File: src/rtl/multicycle_ctrl_pkg.sv
// Shared encodings for the multi-cycle RV32I control FSM: states, opcodes,
// datapath mux select values and the control/opcode-class bundles.
package ctrl_defs;

  localparam logic [2:0] S_IF   = 3'd0;
  localparam logic [2:0] S_ID   = 3'd1;
  localparam logic [2:0] S_EX   = 3'd2;
  localparam logic [2:0] S_MEM  = 3'd3;
  localparam logic [2:0] S_WB   = 3'd4;
  localparam logic [2:0] S_HALT = 3'd5;

  localparam logic [6:0] OP_RTYPE  = 7'b0110011;
  localparam logic [6:0] OP_IARITH = 7'b0010011;
  localparam logic [6:0] OP_LOAD   = 7'b0000011;
  localparam logic [6:0] OP_STORE  = 7'b0100011;
  localparam logic [6:0] OP_BRANCH = 7'b1100011;
  localparam logic [6:0] OP_JAL    = 7'b1101111;
  localparam logic [6:0] OP_JALR   = 7'b1100111;
  localparam logic [6:0] OP_ECALL  = 7'b1110011;

  localparam logic [1:0] ALU_ADD   = 2'b00;
  localparam logic [1:0] ALU_BR    = 2'b01;
  localparam logic [1:0] ALU_FUNCT = 2'b10;

  localparam logic [1:0] WB_ALU = 2'b00;
  localparam logic [1:0] WB_MDR = 2'b01;
  localparam logic [1:0] WB_PC4 = 2'b10;

  localparam logic [1:0] SRCB_REG = 2'b00;
  localparam logic [1:0] SRCB_4   = 2'b01;
  localparam logic [1:0] SRCB_IMM = 2'b10;

  localparam logic [1:0] PCS_PC4    = 2'b00;
  localparam logic [1:0] PCS_ALUOUT = 2'b01;
  localparam logic [1:0] PCS_ALU    = 2'b10;

  typedef struct packed {
    logic rtype, iarith, load, store, branch, jal, jalr, ecall, illegal;
  } op_class_t;

  // Field order matches the top-level output concatenation.
  typedef struct packed {
    logic       pc_write;
    logic       i_or_d;
    logic       mem_read;
    logic       mem_write;
    logic       ir_write;
    logic [1:0] wb_sel;
    logic       reg_write;
    logic       alu_src_a;
    logic [1:0] alu_src_b;
    logic [1:0] alu_op;
    logic [1:0] pc_source;
    logic       is_halted;
  } ctl_t;

endpackage

File: src/rtl/multicycle_ctrl_opcode_class.sv
// Combinational opcode to one-hot instruction class decode.
module opcode_class
  import ctrl_defs::*;
(
  input  logic [6:0] opcode,
  output op_class_t  cls
);

  always_comb begin
    cls = '0;
    case (opcode)
      OP_RTYPE:  cls.rtype   = 1'b1;
      OP_IARITH: cls.iarith  = 1'b1;
      OP_LOAD:   cls.load    = 1'b1;
      OP_STORE:  cls.store   = 1'b1;
      OP_BRANCH: cls.branch  = 1'b1;
      OP_JAL:    cls.jal     = 1'b1;
      OP_JALR:   cls.jalr    = 1'b1;
      OP_ECALL:  cls.ecall   = 1'b1;
      default:   cls.illegal = 1'b1;
    endcase
  end

endmodule

File: src/rtl/multicycle_ctrl.sv
// Multi-cycle RV32I control FSM (IF/ID/EX/MEM/WB/HALT) driving datapath selects.
// Define MEM_WAIT_EN to make IF and MEM stall on mem_ready.
module multicycle_ctrl
  import ctrl_defs::*;
#(
  parameter int STATE_W = 3
) (
  input  logic       clk,
  input  logic       reset,
  input  logic [6:0] opcode,
  input  logic       alu_bcond,
  input  logic       ecall_halt,
  input  logic       mem_ready,
  output logic       pc_write,
  output logic       i_or_d,
  output logic       mem_read,
  output logic       mem_write,
  output logic       ir_write,
  output logic [1:0] wb_sel,
  output logic       reg_write,
  output logic       alu_src_a,
  output logic [1:0] alu_src_b,
  output logic [1:0] alu_op,
  output logic [1:0] pc_source,
  output logic       is_halted
);

  logic [STATE_W-1:0] state_q, state_d;
  logic               halted_q;
  logic               ready;
  op_class_t          cls;
  ctl_t               c;

`ifdef MEM_WAIT_EN
  assign ready = mem_ready;
`else
  logic unused_mem_ready;
  assign unused_mem_ready = mem_ready;
  assign ready = 1'b1;
`endif

  opcode_class u_cls (
    .opcode (opcode),
    .cls    (cls)
  );

  always_ff @(posedge clk) begin
    if (reset) begin
      state_q  <= STATE_W'(S_IF);
      halted_q <= 1'b0;
    end else begin
      state_q  <= state_d;
      halted_q <= (state_d == STATE_W'(S_HALT));
    end
  end

  always_comb begin
    state_d = STATE_W'(S_IF);
    case (state_q)
      STATE_W'(S_IF):  state_d = ready ? STATE_W'(S_ID) : STATE_W'(S_IF);
      STATE_W'(S_ID): begin
        if (cls.ecall && ecall_halt)      state_d = STATE_W'(S_HALT);
        else if (cls.ecall || cls.illegal) state_d = STATE_W'(S_IF);
        else                               state_d = STATE_W'(S_EX);
      end
      STATE_W'(S_EX): begin
        if (cls.rtype || cls.iarith)    state_d = STATE_W'(S_WB);
        else if (cls.load || cls.store) state_d = STATE_W'(S_MEM);
        else                            state_d = STATE_W'(S_IF);
      end
      STATE_W'(S_MEM): begin
        if (!ready)        state_d = STATE_W'(S_MEM);
        else if (cls.load) state_d = STATE_W'(S_WB);
        else               state_d = STATE_W'(S_IF);
      end
      STATE_W'(S_WB):   state_d = STATE_W'(S_IF);
      STATE_W'(S_HALT): state_d = STATE_W'(S_HALT);
      default:          state_d = STATE_W'(S_IF);
    endcase
  end

  always_comb begin
    c = '0;
    case (state_q)
      STATE_W'(S_IF): begin
        c.mem_read = 1'b1;
        c.ir_write = ready;
      end
      STATE_W'(S_ID): begin
        // ALUOut <- PC + imm, ready for a taken branch or JAL in EX
        c.alu_src_b = SRCB_IMM;
        if ((cls.ecall && !ecall_halt) || cls.illegal) begin
          c.pc_write  = 1'b1;
          c.pc_source = PCS_PC4;
        end
      end
      STATE_W'(S_EX): begin
        if (cls.rtype) begin
          c.alu_src_a = 1'b1;
          c.alu_src_b = SRCB_REG;
          c.alu_op    = ALU_FUNCT;
        end else if (cls.iarith) begin
          c.alu_src_a = 1'b1;
          c.alu_src_b = SRCB_IMM;
          c.alu_op    = ALU_FUNCT;
        end else if (cls.load || cls.store) begin
          c.alu_src_a = 1'b1;
          c.alu_src_b = SRCB_IMM;
          c.alu_op    = ALU_ADD;
        end else if (cls.branch) begin
          c.alu_src_a = 1'b1;
          c.alu_src_b = SRCB_REG;
          c.alu_op    = ALU_BR;
          c.pc_write  = 1'b1;
          c.pc_source = alu_bcond ? PCS_ALUOUT : PCS_PC4;
        end else if (cls.jal) begin
          c.reg_write = 1'b1;
          c.wb_sel    = WB_PC4;
          c.pc_write  = 1'b1;
          c.pc_source = PCS_ALUOUT;
        end else if (cls.jalr) begin
          c.alu_src_a = 1'b1;
          c.alu_src_b = SRCB_IMM;
          c.alu_op    = ALU_ADD;
          c.reg_write = 1'b1;
          c.wb_sel    = WB_PC4;
          c.pc_write  = 1'b1;
          c.pc_source = PCS_ALU;
        end
      end
      STATE_W'(S_MEM): begin
        c.i_or_d = 1'b1;
        if (cls.load) c.mem_read = 1'b1;
        if (cls.store) begin
          c.mem_write = 1'b1;
          c.pc_write  = ready;
          c.pc_source = PCS_PC4;
        end
      end
      STATE_W'(S_WB): begin
        c.reg_write = 1'b1;
        c.pc_write  = 1'b1;
        c.pc_source = PCS_PC4;
        c.wb_sel    = cls.load ? WB_MDR : WB_ALU;
      end
      default: ;
    endcase
    c.is_halted = halted_q;
  end

  // Reset masks every output combinationally, aborting any in-flight access.
  assign {pc_write, i_or_d, mem_read, mem_write, ir_write, wb_sel, reg_write,
          alu_src_a, alu_src_b, alu_op, pc_source, is_halted} = reset ? '0 : c;

endmodule

File: config.mk
export PLATFORM = sky130hd
export DESIGN_NAME = multicycle_ctrl
export DESIGN_NICKNAME = d
export VERILOG_FILES = /design/src/rtl/multicycle_ctrl_pkg.sv /design/src/rtl/multicycle_ctrl_opcode_class.sv /design/src/rtl/multicycle_ctrl.sv
export SDC_FILE = /design/constraint.sdc
export NUM_CORES = 1
export LEC_CHECK = 0
export CORE_MARGIN = 5
export CORE_UTILIZATION = 35
export DETAILED_ROUTE_END_ITERATION = 6
export PLACE_DENSITY = 0.74
export RECOVER_POWER = 50
export SLEW_MARGIN = 20
export SYNTH_ARGS = -nofsm -noshare
export SYNTH_HDL_FRONTEND = slang
export SYNTH_SLANG_ARGS = --single-unit
File: constraint.sdc
create_clock -name clk -period 2.2 [get_ports clk]
set_clock_uncertainty 0.1 [all_clocks]
set_input_delay 0.44 -clock clk [delete_from_list [all_inputs] [get_ports clk]]
set_output_delay 0.44 -clock clk [all_outputs]
set_load 0.02 [all_outputs]
==> flow_metrics.env <==
export IMPL_hold_viol_final=0
export IMPL_setup_violations_final=0
export IMPL_drt_initial_drc_count=26
export IMPL_holdPathEnd="halted_q"
export IMPL_p_int_mw=0.1897
export IMPL_grt_pass1_wl_mm=3.429
export IMPL_power_switching_mw=0.08566
export IMPL_r2r_slack_ps=800
export IMPL_hold_path_class="reg -> reg"
export IMPL_dieArea_um2=2408
export IMPL_cts_tree="built"
export IMPL_ys_types=31
export IMPL_cp_startpoint="opcode[3]"
export IMPL_ir_drop_v=0.0002305
export IMPL_portBuffers=25
export IMPL_nNetsFinal=145
export IMPL_ant_nets=0
export IMPL_period_share_pct=97.40
export IMPL_drt_drc_violations_left=0
export IMPL_startpoint_type="primary input"
export IMPL_start_util_pct=36.31
export IMPL_multi_input_area_um2=491.7
export IMPL_worst_setup_path_end_kind="primary output"
export IMPL_root_buffer="clkbuf_4"
export IMPL_synthMostInstantiatedCell="nor2_1"
export IMPL_rsz0062_at_grt="true"
export IMPL_fin_setup_tns_ps=0
export IMPL_core_um2=1471
export IMPL_timing_rr_end="state_q[0]"
export IMPL_maxCapViolCount=0
export IMPL_diodes=0
export IMPL_layout_min_cycle_time_ps=2143
export IMPL_worstPathArrival_ps=1600
export IMPL_drtPass1Iterations=4
export IMPL_syn_area_per_cell_um2=6.141
export IMPL_synth_commonest_cells="13 x nor2_1, 10 x nor3_1, 7 x nand2_1"
export IMPL_insertion_delay_ps=230
export IMPL_clkSinkCount=4
export IMPL_netlist_instances=87
export IMPL_regArea_um2=80.08
export IMPL_power_switching_share_pct=31.11
export IMPL_syn_area_um2=534.3
export IMPL_combPwrFrac_pct=41.0
export IMPL_p_leak_nw=0.4419
export IMPL_num_vias=806
export IMPL_path_cells="dlygate4sd2_1, nand4bb_4, nor2_4, nand2_1, o31ai_1, buf_2"
export IMPL_seqPwrFrac_pct=27.4
export IMPL_cts_buffer_depth=2
export IMPL_clk_pin_slew_ps=30
export IMPL_clock_fmax_mhz=466.7
export IMPL_grt_pass1_vias=805
export IMPL_synth_nets=99
export IMPL_synth_edf_count=0
export IMPL_synth_top_family_by_area="simple AND/OR/NAND/NOR gates"
export IMPL_yosys_warnings=0
export IMPL_p_clk_share_pct=31.6
export IMPL_path_class="in -> out"
export IMPL_timing_hold_ws_ps=528.8
export IMPL_yosysSeqAreaShare_pct=14.99
export IMPL_async_flop_share_pct=0
export IMPL_r2r_start="state_q[2]"
export IMPL_area_delta_synth_final_pct=85.25
export IMPL_die_h_um=49.07
export IMPL_htreeDepth=1
export IMPL_synth_main_ff_cell="dfxtp_1"
export IMPL_holdPathStages=3
export IMPL_synthAdderAreaFrac_pct=0
export IMPL_synth_seq_cells=4
export IMPL_antenna_found_initial=0
export IMPL_drv_slew=0
export IMPL_final_setup_worst_slack_ps=57.17
export IMPL_status="finished clean"
export IMPL_pwr_density_cell_nw_per_um2=278.2
export IMPL_wl_mm=2.090
export IMPL_routedWlPerCell_um=14.22
export IMPL_hold_start="state_q[0]"
export IMPL_cts_buffers=3
export IMPL_critical_path_max_stage_delay_ps=260
export IMPL_synthMuxAreaShare_pct=1.874
export IMPL_crit_fanout=6
export IMPL_grt_use_total_pct=17.06
export IMPL_dpl_worst_slack_ps=-748.4
export IMPL_globalplace_congestion=0.8822
export IMPL_grt_overflow_total=0
export IMPL_grt_max_degree=9
export IMPL_synthSimpleGateAreaFrac_pct=52.93
export IMPL_drive_gt1_share_pct=41.22
export IMPL_ys_top_cells_by_area="dfxtp_1 15%, nor3_1 9.4%, nor2_1 9.1%, nand2_1 4.9%, a21oi_1 4.7%"
export IMPL_num_rows=14
export IMPL_fillers=126
export IMPL_synth_compound_area_share_pct=21.08
export IMPL_required_ps=1660
export IMPL_slowest_stage="dlygate4sd2_1"
export IMPL_via_per_inst=5.483
export IMPL_ioPinCount=28
export IMPL_dieWidth_um=49.07
export IMPL_dp_hpwl_mm=1.561
export IMPL_synth_top_area_share_pct=14.99
export IMPL_synth_xor_area_share_pct=0
export IMPL_reg2regPathDepth=4
export IMPL_synth_top_area_cell="dfxtp_1"
export IMPL_finalPower_mw=0.2753
## power groups by stage
| stage | clock, mW | sequential (mW) | combinational, mW |
|---|---|---|---|
| after CTS | 0.0919 | 0.0755 | 0.107 |
| after floorplan | 0 | 0.0760 | 0.0457 |
| final | 0.0869 | 0.0755 | 0.113 |
| after global placement | 0 | 0.0765 | 0.103 |
| after global routing | 0.0968 | 0.0757 | 0.123 |
| after detailed placement | 0 | 0.0766 | 0.105 |
## sequential cells by signal, summed over array words and instances, names as in the netlist
| signal | cells |
|---|---|
| state_q | 3 |
| halted_q | 1 |
## layout make-up
cell class | count | share of cell area (%)
multi-input cells | 73 | 49.68
repair buffers | 47 | 36.41
clock buffers | 3 | 2.276
inverters | 4 | 1.517
well taps | 16 | 2.023
flip-flops and latches | 4 | 8.091
## per-layer routing
| metal | vias to the layer above | part of all wire, % | track usage (%) | wire length (um) |
|---|---|---|---|---|
| met5 | - | 0 | 0 | 0 |
| met4 | 0 | 2.4 | 8.072 | 50 |
| met3 | 6 | 5.0 | 1.835 | 105 |
| met2 | 30 | 51 | 29.18 | 1066 |
| met1 | 373 | 42 | 20.80 | 868 |
| li1 | 397 | - | - | - |
## logic make-up after synthesis
kind of cell	count (synthesis)
DFF	4
and+or+nand+nor	54
other	1
muxes	1
AOI/OAI and AO/OA	17
buffers and inverters	10
## placed cells by master (no fill, tap or decap), drive strengths merged, types with 3 or more instances in the layout
cell type | netlist | final
nor2b | 4 | 4
dfxtp | 4 | 4
nor3 | 10 | 10
o21a | 3 | 3
nand2 | 7 | 7
dlygate4sd2 | 0 | 8
nand2b | 4 | 4
clkbuf | 2 | 6
buf | 4 | 32
a21oi | 5 | 5
inv | 4 | 4
nand3 | 3 | 3
nor2 | 13 | 13
## per-stage QoR
step,cells,util [%],area (um^2)
2_1_floorplan,87,-,534.3
3_3_place_gp,143,63.35,932.1
3_5_place_dp,143,63.35,932.1
4_1_cts,146,65.48,963.4
5_1_grt,147,67.26,989.7
6_report,147,67.26,989.7
## how the worst max path moves through the flow
stage / cells past startpoint / end
4_1_cts: 6 / wb_sel[0]
2_1_floorplan: 5 / wb_sel[0]
3_3_place_gp: 6 / wb_sel[0]
5_1_grt: 6 / mem_read
6_report: 6 / mem_read
3_5_place_dp: 6 / wb_sel[0]
## critical path, delay by kind of cell
kind | cells | cell delay, ps
simple gates | 3 | 490
buf+inv | 2 | 470
compound gates | 1 | 210
## timing repair
action                     CTS  global route
hold buffers                 0             0
buffers inserted             0             1
gates cloned                 0             0
hold endpoints to repair     0             0
pin swaps                    3             4
resized for setup           81            17
setup endpoints to repair   15            11
(Power assumes the default switching activity.)
